### config.mk
export PLATFORM = sky130hd
export DESIGN_NAME = fetch_unit
export DESIGN_NICKNAME = d
export VERILOG_FILES = /design/src/rtl/fetch_unit.sv
export SDC_FILE = /design/constraint.sdc
export NUM_CORES = 1
export LEC_CHECK = 0
export CAP_MARGIN = 20
export CORE_ASPECT_RATIO = 1.2
export CORE_MARGIN = 3
export CORE_UTILIZATION = 45
export CTS_CLUSTER_DIAMETER = 120
export DETAILED_ROUTE_END_ITERATION = 7
export PLACE_DENSITY = 0.72
export RECOVER_POWER = 50
export SLEW_MARGIN = 20
export SYNTH_ARGS = -nofsm -noshare
export SYNTH_HDL_FRONTEND = slang
export SYNTH_SLANG_ARGS = --single-unit
### constraint.sdc
create_clock -name clk -period 2.3 [get_ports clk]
set_input_delay 0.46 -clock clk [delete_from_list [all_inputs] [get_ports clk]]
set_output_delay 0.46 -clock clk [all_outputs]
set_load 0.005 [all_outputs]
### src/rtl/fetch_unit.sv
// Instruction fetch stage with IF/ID register: one outstanding word read,
// tolerant of wait states, mid-fetch redirects (branch/flush) and stalls.
module fetch_unit #(
  parameter logic [29:0] RESET_VECTOR = 30'h0,
  parameter logic [31:0] NOP_INSN     = 32'h0
) (
  input  logic        clk,
  input  logic        reset,
  input  logic        stall,
  input  logic        flush,
  input  logic [29:0] new_pc,
  input  logic        br_taken,
  input  logic [29:0] br_addr,
  output logic        imem_req,
  output logic [29:0] imem_addr,
  input  logic [31:0] imem_rd_data,
  input  logic        imem_ready,
  output logic [29:0] if_pc,
  output logic [31:0] if_insn,
  output logic        if_en
);

  typedef enum logic [1:0] {S_FETCH, S_DROP, S_HOLD} state_e;

  state_e      state_q, state_d;
  logic [29:0] fetch_pc_q, fetch_pc_d;
  logic        outst_q, outst_d;
  logic        redir_valid_q, redir_valid_d;
  logic [29:0] redir_pc_q, redir_pc_d;
  logic        hold_valid_q, hold_valid_d;
  logic [31:0] hold_insn_q, hold_insn_d;
  logic [29:0] hold_pc_q, hold_pc_d;
  logic [29:0] if_pc_q, if_pc_d;
  logic [31:0] if_insn_q, if_insn_d;
  logic        if_en_q, if_en_d;

  logic        done;
  logic        pend;
  logic [29:0] seq_pc;

  always_comb begin
    imem_req = 1'b0;
    case (state_q)
      S_FETCH: imem_req = !stall || outst_q;
      S_DROP:  imem_req = 1'b1;
      default: imem_req = 1'b0;
    endcase
    if (reset) imem_req = 1'b0;
  end

  assign imem_addr = fetch_pc_q;
  assign done      = imem_req && imem_ready;
  assign pend      = imem_req && !imem_ready;
  assign seq_pc    = redir_valid_q ? redir_pc_q : fetch_pc_q + 30'd1;

  always_comb begin
    state_d       = state_q;
    fetch_pc_d    = fetch_pc_q;
    outst_d       = pend;
    redir_valid_d = redir_valid_q;
    redir_pc_d    = redir_pc_q;
    hold_valid_d  = hold_valid_q;
    hold_insn_d   = hold_insn_q;
    hold_pc_d     = hold_pc_q;
    if_pc_d       = if_pc_q;
    if_insn_d     = if_insn_q;
    if_en_d       = if_en_q;

    if (done) begin
      fetch_pc_d    = seq_pc;
      redir_valid_d = 1'b0;
    end

    if (flush) begin
      if_insn_d    = NOP_INSN;
      if_en_d      = 1'b0;
      hold_valid_d = 1'b0;
      // A request in flight cannot be withdrawn: let it finish in DROP and
      // park the flush target as a pending redirect.
      if (pend) begin
        state_d       = S_DROP;
        redir_pc_d    = new_pc;
        redir_valid_d = 1'b1;
      end else begin
        fetch_pc_d    = new_pc;
        redir_valid_d = 1'b0;
        state_d       = S_FETCH;
      end
    end else begin
      case (state_q)
        S_FETCH: begin
          if (stall) begin
            if (done) begin
              hold_valid_d = 1'b1;
              hold_insn_d  = imem_rd_data;
              hold_pc_d    = fetch_pc_q;
              state_d      = S_HOLD;
            end
          end else if (done) begin
            if_pc_d   = fetch_pc_q;
            if_insn_d = imem_rd_data;
            if_en_d   = 1'b1;
          end else begin
            if_insn_d = NOP_INSN;
            if_en_d   = 1'b0;
          end
        end
        S_HOLD: begin
          if (!stall) begin
            if_pc_d      = hold_pc_q;
            if_insn_d    = hold_insn_q;
            if_en_d      = hold_valid_q;
            hold_valid_d = 1'b0;
            state_d      = S_FETCH;
          end
        end
        default: begin
          if_insn_d = NOP_INSN;
          if_en_d   = 1'b0;
          if (done) state_d = S_FETCH;
        end
      endcase

      // Delay slot: whatever is being fetched or held is delivered first.
      if (!stall && br_taken) begin
        if (pend) begin
          redir_valid_d = 1'b1;
          redir_pc_d    = br_addr;
        end else begin
          fetch_pc_d = br_addr;
        end
      end
    end
  end

  always_ff @(posedge clk) begin
    if (reset) begin
      state_q       <= S_FETCH;
      fetch_pc_q    <= RESET_VECTOR;
      outst_q       <= 1'b0;
      redir_valid_q <= 1'b0;
      redir_pc_q    <= '0;
      hold_valid_q  <= 1'b0;
      hold_insn_q   <= NOP_INSN;
      hold_pc_q     <= '0;
      if_pc_q       <= '0;
      if_insn_q     <= NOP_INSN;
      if_en_q       <= 1'b0;
    end else begin
      state_q       <= state_d;
      fetch_pc_q    <= fetch_pc_d;
      outst_q       <= outst_d;
      redir_valid_q <= redir_valid_d;
      redir_pc_q    <= redir_pc_d;
      hold_valid_q  <= hold_valid_d;
      hold_insn_q   <= hold_insn_d;
      hold_pc_q     <= hold_pc_d;
      if_pc_q       <= if_pc_d;
      if_insn_q     <= if_insn_d;
      if_en_q       <= if_en_d;
    end
  end

  assign if_pc   = if_pc_q;
  assign if_insn = if_insn_q;
  assign if_en   = if_en_q;

endmodule

* Yosys cells after proc, flatten, opt, wreduce, memory -nomap -nowiden
Cells that the tools add are included.
** Storage, ports and cells
- Input bits :: 98
- Bits in registers :: 190
** Operators by class
- Bitwise logic cells :: 1
- Reduce and logical (&&, ||, !) cells :: 17
- Equal/unequal tests :: 9
- Multiplexer cells :: 40
- Add/subtract/negate cells :: 1
** Operators by type and width (count)
- 30-bit two-way mux :: 13
- 32-bit two-way mux :: 3
- 32-bit case mux with 2 select lines :: 1
- 30-bit case mux with 2 select lines :: 1
- 30-bit by 1-bit adder with 30-bit output (second input constant) :: 1
- 1-bit two-way mux :: 13
- 4-bit AND reduction :: 3
- 2-bit two-way mux :: 5
- 3-bit inequality test (second input constant) :: 3
- 2-bit inequality test (second input constant) :: 4
- 1-bit case mux with 2 select lines :: 3
- 5-bit AND reduction :: 1
- 2-bit case mux with 2 select lines :: 1
- 2-bit AND reduction :: 2
- 2-bit nonzero test :: 2
- 1-bit logical AND :: 3
- 3-bit nonzero test :: 1
- 2-bit by 1-bit == test with 1-bit output (second input constant) :: 1
- 2-bit == test (second input constant) :: 1
- 1-bit logical NOT :: 2
- 2-bit logical NOT :: 1
- 2-bit OR reduction :: 1
- 1-bit logical OR :: 1
- 1-bit NOT :: 1

* Logic depth before layout (Yosys ltp)
Gate-level depths: netlist (run 1).
- Depth in word-level cells :: 9
- Mapped depth :: 8
- Gate-level depth less buffers :: 6

* Least setup slack after synthesis (run 1)
Ideal clock, no wire load.
- Path type :: input to register
- From :: input port reset
- To :: register hold_insn_q[0]
- Data required time :: 2.168 ns
- Stages on the path :: 7
- Buffers on the path :: 2
- Library setup time :: 0.132 ns
- Path slack :: 0.283 ns
- Arrival :: 1.885 ns
- Cells stage by stage :: clkbuf_1 -> or3b_1 -> nor4_4 -> nand3b_1 -> clkbuf_1 -> nand2_1 -> a21oi_1
** On the way
- Word-level cells in the longest chain between the ends :: 3
** Ends and longest elaborated chain
- start, declared :: line 8 : input logic reset,
- 1-bit two-way mux :: line 48 : if (reset) imem_req = 1'b0;
- 1-bit logical AND :: line 52 : assign done = imem_req && imem_ready;
- 4-bit AND reduction (no source line)
- end signal, assigned :: line 156 : hold_insn_q <= hold_insn_d;
- end, declared :: line 31 : logic [31:0] hold_insn_q, hold_insn_d;
Parallel ways exist; a longest one is shown, timed or not.
A chain may end at the register's enable or synchronous reset.

* Worst setup path in the final report (run 1)
- From :: input port stall
- To :: output port imem_req
** On the way
- Word-level cells in the longest chain between the ends :: 4
** Ends and longest elaborated chain
- start, declared :: line 9 : input logic stall,
- 1-bit logical NOT :: line 44 : S_FETCH: imem_req = !stall || outst_q;
- 1-bit logical OR :: line 44
- 1-bit case mux with 2 select lines :: line 43 : case (state_q)
- 1-bit two-way mux :: line 48
- end, declared :: line 14 : output logic imem_req,
No other way between the ends.

==> flow_metrics.env, run 1 <==
export IMPL_die_h_um=163
export IMPL_total_power_mw=7.84
export IMPL_max_slew_margin_rel_pct=54.3
export IMPL_ios=192
export IMPL_hp_class="in -> reg"
export IMPL_syn_to_final_growth_pct=35.8
export IMPL_synth_edf_count=0
export IMPL_clk_root_buffer_cell="clkbuf_16"
export IMPL_grt_overflow_total=0
export IMPL_pwr_share_seq_pct=44.7
export IMPL_multi_input_area_mm2=0.00499
export IMPL_die_width_um=137
export IMPL_synth_seq_cells=190
export IMPL_cp_end_kind="primary output"
export IMPL_period_needed_ps=2270
export IMPL_yosysWarnings=0
export IMPL_setup_viol=0
export IMPL_cts_sinks=190
export IMPL_ant_nets=0
export IMPL_drive_gt1_share_pct=11.8
export IMPL_seqCellArea_mm2=0.00380
export IMPL_place_congestion=0.931
export IMPL_crit_fanout=4
export IMPL_antenna_found_initial=0
export IMPL_synth_avg_cell_area_um2=8.24
export IMPL_power_density_mw_per_mm2=623
export IMPL_comb_power_share_pct=17.2
export IMPL_holdBufCountCts=0
export IMPL_post_drt_via_cell_ratio=5.77
export IMPL_clock_skew_ps=10.3
export IMPL_ys_async_sr_fraction_pct=0
export IMPL_grt_pass1_wl_mm=46.6
export IMPL_placedInstanceArea_mm2=0.0121
export IMPL_dpl_hpwl_mm=21.1
export IMPL_wirelength_mm=29.2
export IMPL_outcome="finished clean"
export IMPL_p_int_mw=5.61
export IMPL_port_buffers=191
export IMPL_rr_worst_depth=6
export IMPL_nNetsFinal=1438
export IMPL_grt_setup_unrepaired="no"
export IMPL_coreArea_mm2=0.0199
export IMPL_p_sw_mw=2.22
export IMPL_yosys_area_top_type="dfxtp_1"
export IMPL_clkPwrFrac_pct=38.0
export IMPL_cp_required_ps=1840
export IMPL_rows=56
export IMPL_switching_share_pct=28.4
export IMPL_slew_viol_final=0
export IMPL_grt_start_max_net_pins=63
export IMPL_fin_crit_sh_pct=98.5
export IMPL_diodes=0
export IMPL_cts_clk_slew_worst_paths_ps=70
export IMPL_fmax_ghz=0.441
export IMPL_synth_area_mm2=0.00926
export IMPL_maxCapViolations=0
export IMPL_drt_iter0_drc=692
export IMPL_p_leak_nw=4.71
export IMPL_crit_arrival_ps=1810
export IMPL_cts_tree="built"
export IMPL_worstSkewPairLatency_ps=440
export IMPL_worstSetupStartpointType="input port"
export IMPL_synth_ff_type="dfxtp_1"
export IMPL_peakVddDrop_v=0.000550
export IMPL_hold_path_depth=3
export IMPL_ys_seq_area_share_pct=41.1
export IMPL_drc=0
export IMPL_cts_buffers_inserted=17
export IMPL_synth_area_top_cells="dfxtp_1 41%, mux2i_1 7.1%, nand2_1 6.4%"
export IMPL_syn_num_nets=1223
export IMPL_cts_max_level=4
export IMPL_critPathKind="in -> out"
export IMPL_synth_top_area_share_pct=41.1
export IMPL_hold_viol=0
export IMPL_netlist_instances=1124
export IMPL_initial_utilization_pct=46.6
export IMPL_num_vias=9302
export IMPL_synth_distinct_cells=64
export IMPL_clk_path_buf_depth=2
export IMPL_worst_pin_slew_ps=686
export IMPL_timing_setup_tns_ps=0
export IMPL_die_area_mm2=0.0224
export IMPL_grt_use_total_pct=26.0
export IMPL_design_area_mm2=0.0126
export IMPL_grt_pass1_vias=8743
export IMPL_fillers=1800
export IMPL_first_pass_iters=5
export IMPL_wl_per_cell_um=18.1
[final timing paths]
path	start	end	slack [ps]
worst max-delay path	stall	imem_req	30
worst min-delay path	reset	hold_pc_q[5]	400
worst max register to register	imem_addr[0]	imem_addr[12]	160
worst min register to register	hold_pc_q[14]	hold_pc_q[14]	450
[timing repair]
action	in CTS	in global routing
resized for setup	3	0
buffers inserted	0	0
endpoints found under the setup margin	1	0
[critical path, stage by stage]
cell and delay [ps]:
clkdlybuf4s50_1 480, or3b_4 410, nand2_2 100, inv_1 80
dlygate4sd2_1 270
[metrics by stage]
stage	cells	setup WS, ps	hold WS (ps)	util (%)
after floorplan	1124	283	436	-
after global placement	1581	-230	440	60.6
after detailed placement	1581	-247	446	60.6
after CTS	1613	43.0	383	63.6
after global routing	1613	14.2	395	63.2
final	1613	34.0	404	63.2
[power groups by stage]
stage	clock network (mW)	logic, mW	registers, mW
floorplan	0	0.649	3.57
global placement	0	1.37	3.58
detailed placement	0	1.38	3.58
CTS	3.04	1.38	3.51
global route	3.16	1.47	3.52
finish	2.98	1.35	3.50
[registers in the layout (all words and copies together), names as in the netlist, named ones only]
| register | flops |
|---|---|
| if_insn | 32 |
| imem_addr | 30 |
| hold_pc_q | 30 |
| hold_valid_q | 1 |
| outst_q | 1 |
| if_pc | 30 |
| state_q | 2 |
| hold_insn_q | 32 |
| if_en | 1 |
| redir_pc_q | 30 |
[per-layer routing]
layer / vias to the layer above / routed length, um / track usage (%)
met4: 0 / 744 / 9.21
li1: 4535 / - / -
met5: - / 0 / 0
met2: 363 / 13800 / 41.7
met1: 4351 / 12800 / 34.8
met3: 53 / 1970 / 5.05
[cell type report]
class,instances,area share (%)
Clock inverter,15,1.35
Timing Repair Buffer,306,22.5
Tap cell,261,2.59
Clock buffer,17,3.38
Sequential cell,190,30.2
Multi-Input combinational cell,816,39.7
Inverter,8,0.239
[synth_stat cells (4+ instances only)]
cell type and instances:
a31oi_1 9, o22ai_1 4, mux2_2 6, o21a_1 5, inv_1 7, nor2_1 136
clkbuf_1 73, buf_4 7, and4_1 6, nor3_1 12, a21oi_1 94, nor2b_1 11
a2111oi_0 4, nor4_1 4, nand2_1 157, buf_2 25, or3_1 8, nand2b_1 5
and3_1 12, dfxtp_1 190, o21ai_0 16, or4_1 4, mux2i_1 66, nand3_1 15
and2_1 5, a221oi_1 6, nand4_1 16, o31ai_1 4, o2bb2ai_1 6, a31o_2 4
o221ai_1 7, a211oi_1 67, a22oi_1 41, a22o_1 36
[logic make-up after synthesis]
logic type	after synthesis	synth area share [%]
simple gates	406	20.1
compound gates	337	25.4
flops	190	41.1
buf+inv	118	5.43
mux	72	7.86
fa+ha+maj	1	0.135
[cell usage in the layout, fill, tap and decap left out, drive strengths merged, types with 4 or more instances in the layout]
| cell type | count |
|---|---|
| nand4 | 17 |
| and2 | 5 |
| and4 | 6 |
| mux2i | 66 |
| a31o | 4 |
| inv | 15 |
| a31oi | 9 |
| nor2b | 11 |
| o31ai | 4 |
| and3 | 12 |
| nand3 | 15 |
| a211oi | 67 |
| clkdlybuf4s50 | 114 |
| clkbuf | 39 |
| nor3 | 12 |
| o21ai | 17 |
| or3 | 8 |
| mux2 | 6 |
| o221ai | 7 |
| dlygate4sd3 | 74 |
| a221oi | 6 |
| buf | 95 |
| clkinv | 6 |
| a22o | 36 |
| nand2 | 157 |
| a22oi | 41 |
| o21a | 5 |
| nor2 | 136 |
| o22ai | 4 |
| a2111oi | 4 |
| nor3b | 4 |
| o2bb2ai | 6 |
| a21oi | 94 |
| nor4 | 8 |
| or4 | 4 |
| nand2b | 5 |
| dfxtp | 190 |
Note: power is estimated with default switching activity, not from simulation.
==> inputs of run 2 (changes only) <==
==> constraint.sdc (replaced) <==
create_clock -name clk -period 2.7 [get_ports clk]
set_input_delay 0.54 -clock clk [delete_from_list [all_inputs] [get_ports clk]]
set_output_delay 0.54 -clock clk [all_outputs]
set_load 0.005 [all_outputs]
==> flow_metrics.env, run 2 (synthesized netlist as in run 1, its figures left out) <==
export IMPL_fin_crit_sh_pct=97.7
export IMPL_drc=0
export IMPL_num_vias=9221
export IMPL_clk_path_buf_depth=2
export IMPL_r2r_start="state_q[1]"
export IMPL_die_area_mm2=0.0224
export IMPL_worst_path_max_delay_cell="clkdlybuf4s50_1"
export IMPL_timing_setup_tns_ps=0
export IMPL_rows=56
export IMPL_hp_class="reg -> reg"
export IMPL_slew_viol_final=0
export IMPL_rrSetupSlack_ps=410
export IMPL_cts_sinks=190
export IMPL_final_cell_mix="190 x dfxtp_1, 157 x nand2_1, 135 x nor2_1, 111 x clkdlybuf4s50_1, 94 x a21oi_1"
export IMPL_reg2reg_to="redir_pc_q[29]"
export IMPL_hold_viol=0
export IMPL_worstSkewPairLatency_ps=430
export IMPL_initial_utilization_pct=46.6
export IMPL_path_common_cell="clkdlybuf4s50_1"
export IMPL_peakVddDrop_v=0.000482
export IMPL_critPathKind="in -> out"
export IMPL_worstSetupStartpointType="input port"
export IMPL_hp_start="hold_pc_q[0]"
export IMPL_clk_root_buffer_cell="clkbuf_16"
export IMPL_holdBufCountCts=0
export IMPL_fmax_ghz=0.379
export IMPL_p_leak_nw=4.48
export IMPL_diodes=0
export IMPL_clock_skew_ps=15.7
export IMPL_cpPeakStageDelay_ps=460
export IMPL_outcome="finished clean"
export IMPL_post_cts_setup_buffer_count=0
export IMPL_drt_iter0_drc=839
export IMPL_syn_to_final_growth_pct=31.8
export IMPL_die_width_um=137
export IMPL_cts_clk_slew_worst_paths_ps=60
export IMPL_fillers=1782
export IMPL_period_needed_ps=2640
export IMPL_cts_tree="built"
export IMPL_startpoint="stall"
export IMPL_cts_buffers_inserted=17
export IMPL_first_pass_iters=5
export IMPL_grt_setup_unrepaired="no"
export IMPL_cp_end_kind="primary output"
export IMPL_place_congestion=0.916
export IMPL_multi_input_area_mm2=0.00497
export IMPL_port_buffers=191
export IMPL_grt_pass1_wl_mm=45.3
export IMPL_ios=192
export IMPL_max_slew_margin_rel_pct=53.8
export IMPL_dpl_hpwl_mm=20.3
export IMPL_power_density_mw_per_mm2=554
export IMPL_worst_slack_ps=62.7
export IMPL_seqCellArea_mm2=0.00380
export IMPL_setup_viol=0
export IMPL_grt_overflow_total=0
export IMPL_grt_pass1_vias=8311
export IMPL_die_h_um=163
export IMPL_grt_start_max_net_pins=76
export IMPL_drive_gt1_share_pct=8.02
export IMPL_coreArea_mm2=0.0199
export IMPL_post_drt_via_cell_ratio=5.87
export IMPL_nNetsFinal=1395
export IMPL_cts_max_level=4
export IMPL_ant_nets=0
export IMPL_wl_per_cell_um=18.4
export IMPL_crit_arrival_ps=2100
export IMPL_final_common_cell="dfxtp_1"
export IMPL_cts_resized=0
export IMPL_crit_fanout=4
export IMPL_cp_required_ps=2160
export IMPL_pre_cts_slack_ps=0.210
export IMPL_rr_worst_depth=7
export IMPL_maxCapViolations=0
export IMPL_grt_use_total_pct=25.2
export IMPL_wirelength_mm=29.0
export IMPL_antenna_found_initial=0
export IMPL_path_cells="clkdlybuf4s50_1 -> or3b_1 -> nand2_1 -> inv_1 -> clkdlybuf4s50_1"
export IMPL_worst_pin_slew_ps=692
export IMPL_crit_end="imem_req"
[run 2: cell types whose count changed in the layout (fill, tap and decap cells not counted), moves of 4 or more]
cell,delta
dlygate4sd3_1,+4
buf_12,-5
clkbuf_2,-8
inv_6,-4
clkbuf_1,+8
buf_4,-36
[run 2: how the worst min path moves through the flow]
| stage | to | slack (ps) | depth (start not counted) |
|---|---|---|---|
| after floorplan | hold_pc_q[0] | 440 | 2 |
| after global placement | hold_insn_q[18] | 440 | 2 |
| after detailed placement | hold_pc_q[4] | 450 | 2 |
| after CTS | hold_pc_q[2] | 460 | 2 |
| after global routing | hold_pc_q[2] | 470 | 2 |
| final | hold_pc_q[0] | 450 | 2 |
[run 2: critical path: cells and delay by family]
family,cells,cell delay (ps)
buffers and inverters,3,1010
and+or+nand+nor,2,540
[run 2: area by class of cell]
class,count,area share (%)
clock buffers,20,3.66
clock inverters,12,1.51
inverters,8,0.246
multi-input cells,816,40.7
flip-flops and latches,190,31.2
well taps,261,2.67
repair buffers,263,20.1
[run 2: routing by layer]
metal  vias up  routed length, um  track usage, %
met5         -                  0               0
met4         0                743            7.58
met3        63               2190            4.87
met2       407              13600            40.2
met1      4305              12400            34.6
li1       4446                  -               -
[run 2: per-stage QoR]
stage,std cells,hold WS (ps),instance area (um^2),utilization (%),total power [mW]
global placement,1538,441,11700,58.7,4.14
finish,1570,454,12200,61.4,6.76
detailed placement,1538,446,11700,58.7,4.15
CTS,1570,455,12300,61.9,6.83
floorplan,1124,436,9260,-,3.59
global route,1570,470,12200,61.4,7.01
[run 2: power breakdown]
part	switching, mW	internal, mW
sequential	0.115	2.90
combinational	0.542	0.496
clock	1.12	1.59
